===== src/rtl/mem_copy_initiator.sv =====
`default_nettype none
// ============================================================================
// mem_copy_initiator : word-by-word block copier acting as a bus master on the
//                      valid/ready memory interface (one read, then one write).
// Revision: 1.0
// ============================================================================
module mem_copy_initiator #(
  parameter int LEN_W = 16
) (
  input  logic             clk,
  input  logic             reset_n,
  input  logic             start,
  input  logic [31:0]      src_addr,
  input  logic [31:0]      dst_addr,
  input  logic [LEN_W-1:0] len_words,
  input  logic             abort,
  output logic             busy,
  output logic             done,
  output logic             aborted,
  output logic [LEN_W-1:0] words_done,
  output logic             mem_valid,
  input  logic             mem_ready,
  output logic [31:0]      mem_addr,
  output logic [31:0]      mem_wdata,
  output logic [3:0]       mem_wstrb,
  input  logic [31:0]      mem_rdata
);

  typedef enum logic [2:0] {
    S_IDLE   = 3'd0,
    S_RD     = 3'd1,
    S_RD_GAP = 3'd2,
    S_WR     = 3'd3,
    S_NEXT   = 3'd4,
    S_DONE   = 3'd5
  } state_t;

  localparam logic [LEN_W-1:0] C_ONE = {{(LEN_W-1){1'b0}}, 1'b1};

  state_t           state_q, state_d;
  logic [31:0]      src_q, src_d;
  logic [31:0]      dst_q, dst_d;
  logic [LEN_W-1:0] cnt_q, cnt_d;
  logic [31:0]      buf_q, buf_d;
  logic             pend_q, pend_d;
  logic             aborted_q, aborted_d;
  logic [LEN_W-1:0] wdone_q, wdone_d;
  logic             valid_q, valid_d;
  logic [31:0]      addr_q, addr_d;
  logic [31:0]      wdata_q, wdata_d;
  logic [3:0]       strb_q, strb_d;
  logic             busy_q, busy_d;
  logic             done_q, done_d;
  logic             abort_seen;

  always_ff @(posedge clk or negedge reset_n) begin
    if (!reset_n) begin
      state_q   <= S_IDLE;
      src_q     <= '0;
      dst_q     <= '0;
      cnt_q     <= '0;
      buf_q     <= '0;
      pend_q    <= 1'b0;
      aborted_q <= 1'b0;
      wdone_q   <= '0;
      valid_q   <= 1'b0;
      addr_q    <= '0;
      wdata_q   <= '0;
      strb_q    <= '0;
      busy_q    <= 1'b0;
      done_q    <= 1'b0;
    end else begin
      state_q   <= state_d;
      src_q     <= src_d;
      dst_q     <= dst_d;
      cnt_q     <= cnt_d;
      buf_q     <= buf_d;
      pend_q    <= pend_d;
      aborted_q <= aborted_d;
      wdone_q   <= wdone_d;
      valid_q   <= valid_d;
      addr_q    <= addr_d;
      wdata_q   <= wdata_d;
      strb_q    <= strb_d;
      busy_q    <= busy_d;
      done_q    <= done_d;
    end
  end

  always_comb begin
    state_d    = state_q;
    src_d      = src_q;
    dst_d      = dst_q;
    cnt_d      = cnt_q;
    buf_d      = buf_q;
    aborted_d  = aborted_q;
    wdone_d    = wdone_q;
    abort_seen = pend_q | abort;
    pend_d     = pend_q | (abort && (state_q != S_IDLE));

    case (state_q)
      S_IDLE: begin
        if (start) begin
          src_d     = src_addr;
          dst_d     = dst_addr;
          cnt_d     = len_words;
          wdone_d   = '0;
          aborted_d = 1'b0;
          pend_d    = 1'b0;
          state_d   = (len_words != '0) ? S_RD : S_DONE;
        end
      end
      S_RD: begin
        if (mem_ready) begin
          buf_d   = mem_rdata;
          state_d = S_RD_GAP;
        end
      end
      S_RD_GAP: begin
        // An abort seen around the read drops this word entirely.
        if (abort_seen) begin
          aborted_d = 1'b1;
          state_d   = S_DONE;
        end else begin
          state_d = S_WR;
        end
      end
      S_WR: begin
        if (mem_ready) begin
          wdone_d = wdone_q + C_ONE;
          src_d   = src_q + 32'd4;
          dst_d   = dst_q + 32'd4;
          cnt_d   = cnt_q - C_ONE;
          if (cnt_q == C_ONE) begin
            state_d = S_DONE;
          end else if (abort_seen) begin
            aborted_d = 1'b1;
            state_d   = S_DONE;
          end else begin
            state_d = S_NEXT;
          end
        end
      end
      S_NEXT: state_d = S_RD;
      S_DONE: begin
        pend_d  = 1'b0;
        state_d = S_IDLE;
      end
      default: state_d = S_IDLE;
    endcase

    // Bus outputs are registered from the next state so they are glitch-free.
    busy_d  = (state_d != S_IDLE);
    done_d  = (state_d == S_DONE);
    valid_d = (state_d == S_RD) || (state_d == S_WR);
    addr_d  = addr_q;
    wdata_d = wdata_q;
    strb_d  = 4'b0000;
    if (state_d == S_RD) begin
      addr_d = {src_d[31:2], 2'b00};
    end else if (state_d == S_WR) begin
      addr_d  = {dst_d[31:2], 2'b00};
      wdata_d = buf_d;
      strb_d  = 4'b1111;
    end
  end

  assign busy       = busy_q;
  assign done       = done_q;
  assign aborted    = aborted_q;
  assign words_done = wdone_q;
  assign mem_valid  = valid_q;
  assign mem_addr   = addr_q;
  assign mem_wdata  = wdata_q;
  assign mem_wstrb  = strb_q;

endmodule
`default_nettype wire


===== config.mk =====
export PLATFORM = sky130hd
export DESIGN_NAME = mem_copy_initiator
export DESIGN_NICKNAME = d
export VERILOG_FILES = /design/src/rtl/mem_copy_initiator.sv
export SDC_FILE = /design/constraint.sdc
export NUM_CORES = 1
export LEC_CHECK = 0
export CAP_MARGIN = 20
export CORE_ASPECT_RATIO = 1.25
export CORE_MARGIN = 2
export CORE_UTILIZATION = 35
export CTS_CLUSTER_DIAMETER = 100
export DETAILED_ROUTE_END_ITERATION = 10
export PLACE_DENSITY = 0.67
export RECOVER_POWER = 25
export SLEW_MARGIN = 10
export SYNTH_ARGS = -nofsm -noshare
export SYNTH_HDL_FRONTEND = slang
export SYNTH_SLANG_ARGS = --single-unit

===== constraint.sdc =====
create_clock -name clk -period 2.7 [get_ports clk]
set_input_delay 0.405 -clock clk [delete_from_list [all_inputs] [get_ports clk]]
set_output_delay 0.405 -clock clk [all_outputs]
set_load 0.005 [all_outputs]

==> impl_metrics.env <==
export IMPL_cts_buffers=17
export IMPL_hp_start="mem_wdata[21]$_DFFE_PN0P_"
export IMPL_r2r_end="mem_addr[23]$_DFFE_PN0P_"
export IMPL_yosys_cell_types_count=74
export IMPL_insertion_delay_ns=0.44
export IMPL_worstRegToRegCells=6
export IMPL_num_vias=9067
export IMPL_outcome="finished, violations left"
export IMPL_cts_root_buffer="clkbuf_16"
export IMPL_final_common_cell="nand2_1"
export IMPL_postCtsHoldBufs=0
export IMPL_overflow=0
export IMPL_gp_congestion=0.901
export IMPL_first_pass_iters=5
export IMPL_grt_pass1_wl_um=48100
export IMPL_startpoint="cnt_q[11]$_DFFE_PN0P_"
export IMPL_max_vdd_ir_drop_mv=0.488
export IMPL_ys_ff_latch=195
export IMPL_worstPathRequired_ns=3.08
export IMPL_maxSlewHeadroom=-0.339
export IMPL_r2r_start="cnt_q[11]$_DFFE_PN0P_"
export IMPL_yosysSeqAreaShare=0.500
export IMPL_clockBufferDepth=2
export IMPL_netlist_area_mm2=0.00976
export IMPL_place_hpwl_um=22000
export IMPL_io_pin_count=205
export IMPL_path_depth=6
export IMPL_drive_gt1_frac=0.124
export IMPL_finalSetupViolCount=0
export IMPL_place_area_mm2=0.0126
export IMPL_ys_flop_type="dfrtp_1"
export IMPL_cpPeakStageDelay_ns=0.70
export IMPL_yosys_area_share_simple=0.236
export IMPL_synthMuxAreaShare=0.0422
export IMPL_grt_start_max_net_pins=74
export IMPL_synth_compound_area_frac=0.165
export IMPL_max_cap_viol_count=1
export IMPL_multi_input_area_mm2=0.00453
export IMPL_rrSetupSlack_ns=0.14
export IMPL_fp_dieW_um=153
export IMPL_synth_xor_area_frac=0.0126
export IMPL_cp_top_family="simple AND/OR/NAND/NOR gates"
export IMPL_rsz0062_at_grt="no"
export IMPL_hold_path_class="reg2reg"
export IMPL_drc=0
export IMPL_skew_ns=0.0143
export IMPL_antenna_found_initial=3
export IMPL_num_rows=68
export IMPL_fill_cells=2620
export IMPL_grt_util_all_layers=0.207
export IMPL_finalMaxSlewViolations=73
export IMPL_cts_max_level=4
export IMPL_period_minus_slack_ns=2.56
export IMPL_timing_final_crit_share=0.948
export IMPL_worst_path_buf_inv=0
export IMPL_endpoint_kind="register"
export IMPL_arrival_ns=2.94
export IMPL_drt_iter0_markers=624
export IMPL_clock_sinks=195
export IMPL_grt_pass1_vias=9029
export IMPL_total_leakage_power_uw=0.00556
export IMPL_path_class="reg2reg"
export IMPL_die_y_um=191
export IMPL_layout_nets=1381
export IMPL_setup_tns_ns=0
export IMPL_synth_top_family_by_area="simple AND/OR/NAND/NOR gates"
export IMPL_ys_async_sr_fraction=1.00
export IMPL_synth_fa_ha_area_frac=0.00641
export IMPL_synth_avg_cell_area_um2=9.48
export IMPL_area_growth_pct=34.7
export IMPL_netlist_instances=1030
export IMPL_timing_critical_path_cells="or3_1 > nor3_2 > a311oi_1 > or4_4 > a31oi_1 > a221o_1"
export IMPL_cts_tree="built"
export IMPL_hold_viol_final=0
export IMPL_violations="capacitance limit, slew limit"
export IMPL_p_per_area_mw_per_mm2=1070
export IMPL_cp_start_kind="register"
export IMPL_port_buffers=198
export IMPL_die_area_mm2=0.0293
export IMPL_viasPerCell=5.58
export IMPL_seq_area_mm2=0.00488
export IMPL_critPathMaxFanout=13
export IMPL_layout_common_cells="199 x nand2_1, 197 x clkdlybuf4s50_1, 195 x dfrtp_1, 69 x buf_4, 63 x o21ai_0"
export IMPL_worst_slew_pin_slew_ns=2.01
export IMPL_start_util=0.354
export IMPL_stdcell_area_mm2=0.0132
export IMPL_path_clk_slew_ns=0.08
export IMPL_synth_edf_count=0
export IMPL_wl_um=30200
export IMPL_core_area_mm2=0.0276
export IMPL_yosysWarnings=0
export IMPL_crit_path_end="mem_addr[23]$_DFFE_PN0P_"
export IMPL_ant_nets=0
export IMPL_crit_slowest_cell="or4_4"
export IMPL_wl_per_cell_um=18.6
export IMPL_fmax_mhz=391
## Yosys cell counts, types with 20 or more instances
| cell | n | area share |
|---|---|---|
| a221o_1 | 31 | 0.032 |
| nor2_1 | 57 | 0.022 |
| clkbuf_1 | 37 | 0.014 |
| nor3_1 | 26 | 0.013 |
| a21oi_1 | 31 | 0.016 |
| nand3_1 | 54 | 0.028 |
| mux2_2 | 33 | 0.038 |
| o21ai_0 | 63 | 0.032 |
| nand4_1 | 26 | 0.017 |
| a22oi_1 | 21 | 0.016 |
| dfrtp_1 | 195 | 0.50 |
| buf_2 | 20 | 0.010 |
| nand2_1 | 199 | 0.077 |
## flip-flops by register name, indices dropped and copies added (netlist names), 3 cells and up
| name | flops |
|---|---|
| buf_q | 32 |
| cnt_q | 16 |
| dst_q | 30 |
| mem_addr | 30 |
| mem_wdata | 32 |
| src_q | 30 |
| state_q | 3 |
| words_done | 16 |
## worst min-delay path by stage
stage | cells after the start | slack [ns] | end
floorplan | 0 | 0.11 | aborted$_DFFE_PN0P_
global placement | 2 | 0.46 | mem_wdata[22]$_DFFE_PN0P_
detailed placement | 2 | 0.46 | mem_wdata[22]$_DFFE_PN0P_
CTS | 1 | 0.005 | buf_q[10]$_DFF_PN0_
global route | 2 | 0.50 | mem_wdata[21]$_DFFE_PN0P_
finish | 2 | 0.48 | mem_wdata[21]$_DFFE_PN0P_
## per-layer routing
| layer | wire (µm) | vias to the layer above | global-route usage | part of all wire |
|---|---|---|---|---|
| met3 | 2000 | 72 | 0.0405 | 0.066 |
| met2 | 14500 | 358 | 0.342 | 0.48 |
| met4 | 1180 | 2 | 0.0924 | 0.039 |
| met1 | 12600 | 4387 | 0.263 | 0.42 |
| li1 | - | 4248 | - | - |
| met5 | 13 | - | 0 | 0.00043 |
## what timing repair did
| item | in CTS | in global routing |
|---|---|---|
| endpoints found under the setup margin | 0 | 5 |
| gates resized for setup | 0 | 1 |
| hold endpoints to repair | 0 | 0 |
| setup buffers | 0 | 0 |
## power breakdown
group	internal [µW]	switching, µW	total (µW)
logic	3080	3340	6430
registers	4190	973	5170
clock network	1230	1270	2490
total	8500	5580	14100
## worst min-delay path, stage by stage, from the launching register on
cell and delay, ns:
dfrtp_1 0.34, nand2_1 0.05, nand2_1 0.05
## through the flow
step	setup WS (ns)	power [µW]	utilization	hold WS [ns]	cells
2_1_floorplan	0.467	8660	-	0.109	1031
3_3_place_gp	-0.0737	11400	0.457	0.458	1590
3_5_place_dp	-0.161	11600	0.457	0.462	1590
4_1_cts	0.0707	14100	0.478	0.00461	1622
5_1_grt	0.0462	15100	0.477	0.502	1622
6_report	0.140	14100	0.477	0.476	1624
## area by class of cell
type	instances	area share
Antenna cell	2	0.000380
Clock inverter	15	0.0113
Multi-Input combinational cell	752	0.344
Inverter	17	0.00485
Tap cell	350	0.0333
Timing Repair Buffer	276	0.202
Sequential cell	195	0.371
Clock buffer	17	0.0323
## cell families (layout without fill, tap and decap cells)
kind of cell	count (synthesis)	count (layout)
other	1	4
adders and majority gates	5	5
xor gates and xnor gates	14	14
muxes	37	37
AOI/OAI and AO/OA	229	229
buffers and inverters	84	325
DFF	195	195
and+or+nand+nor	465	465
(Power assumes the default switching activity.)
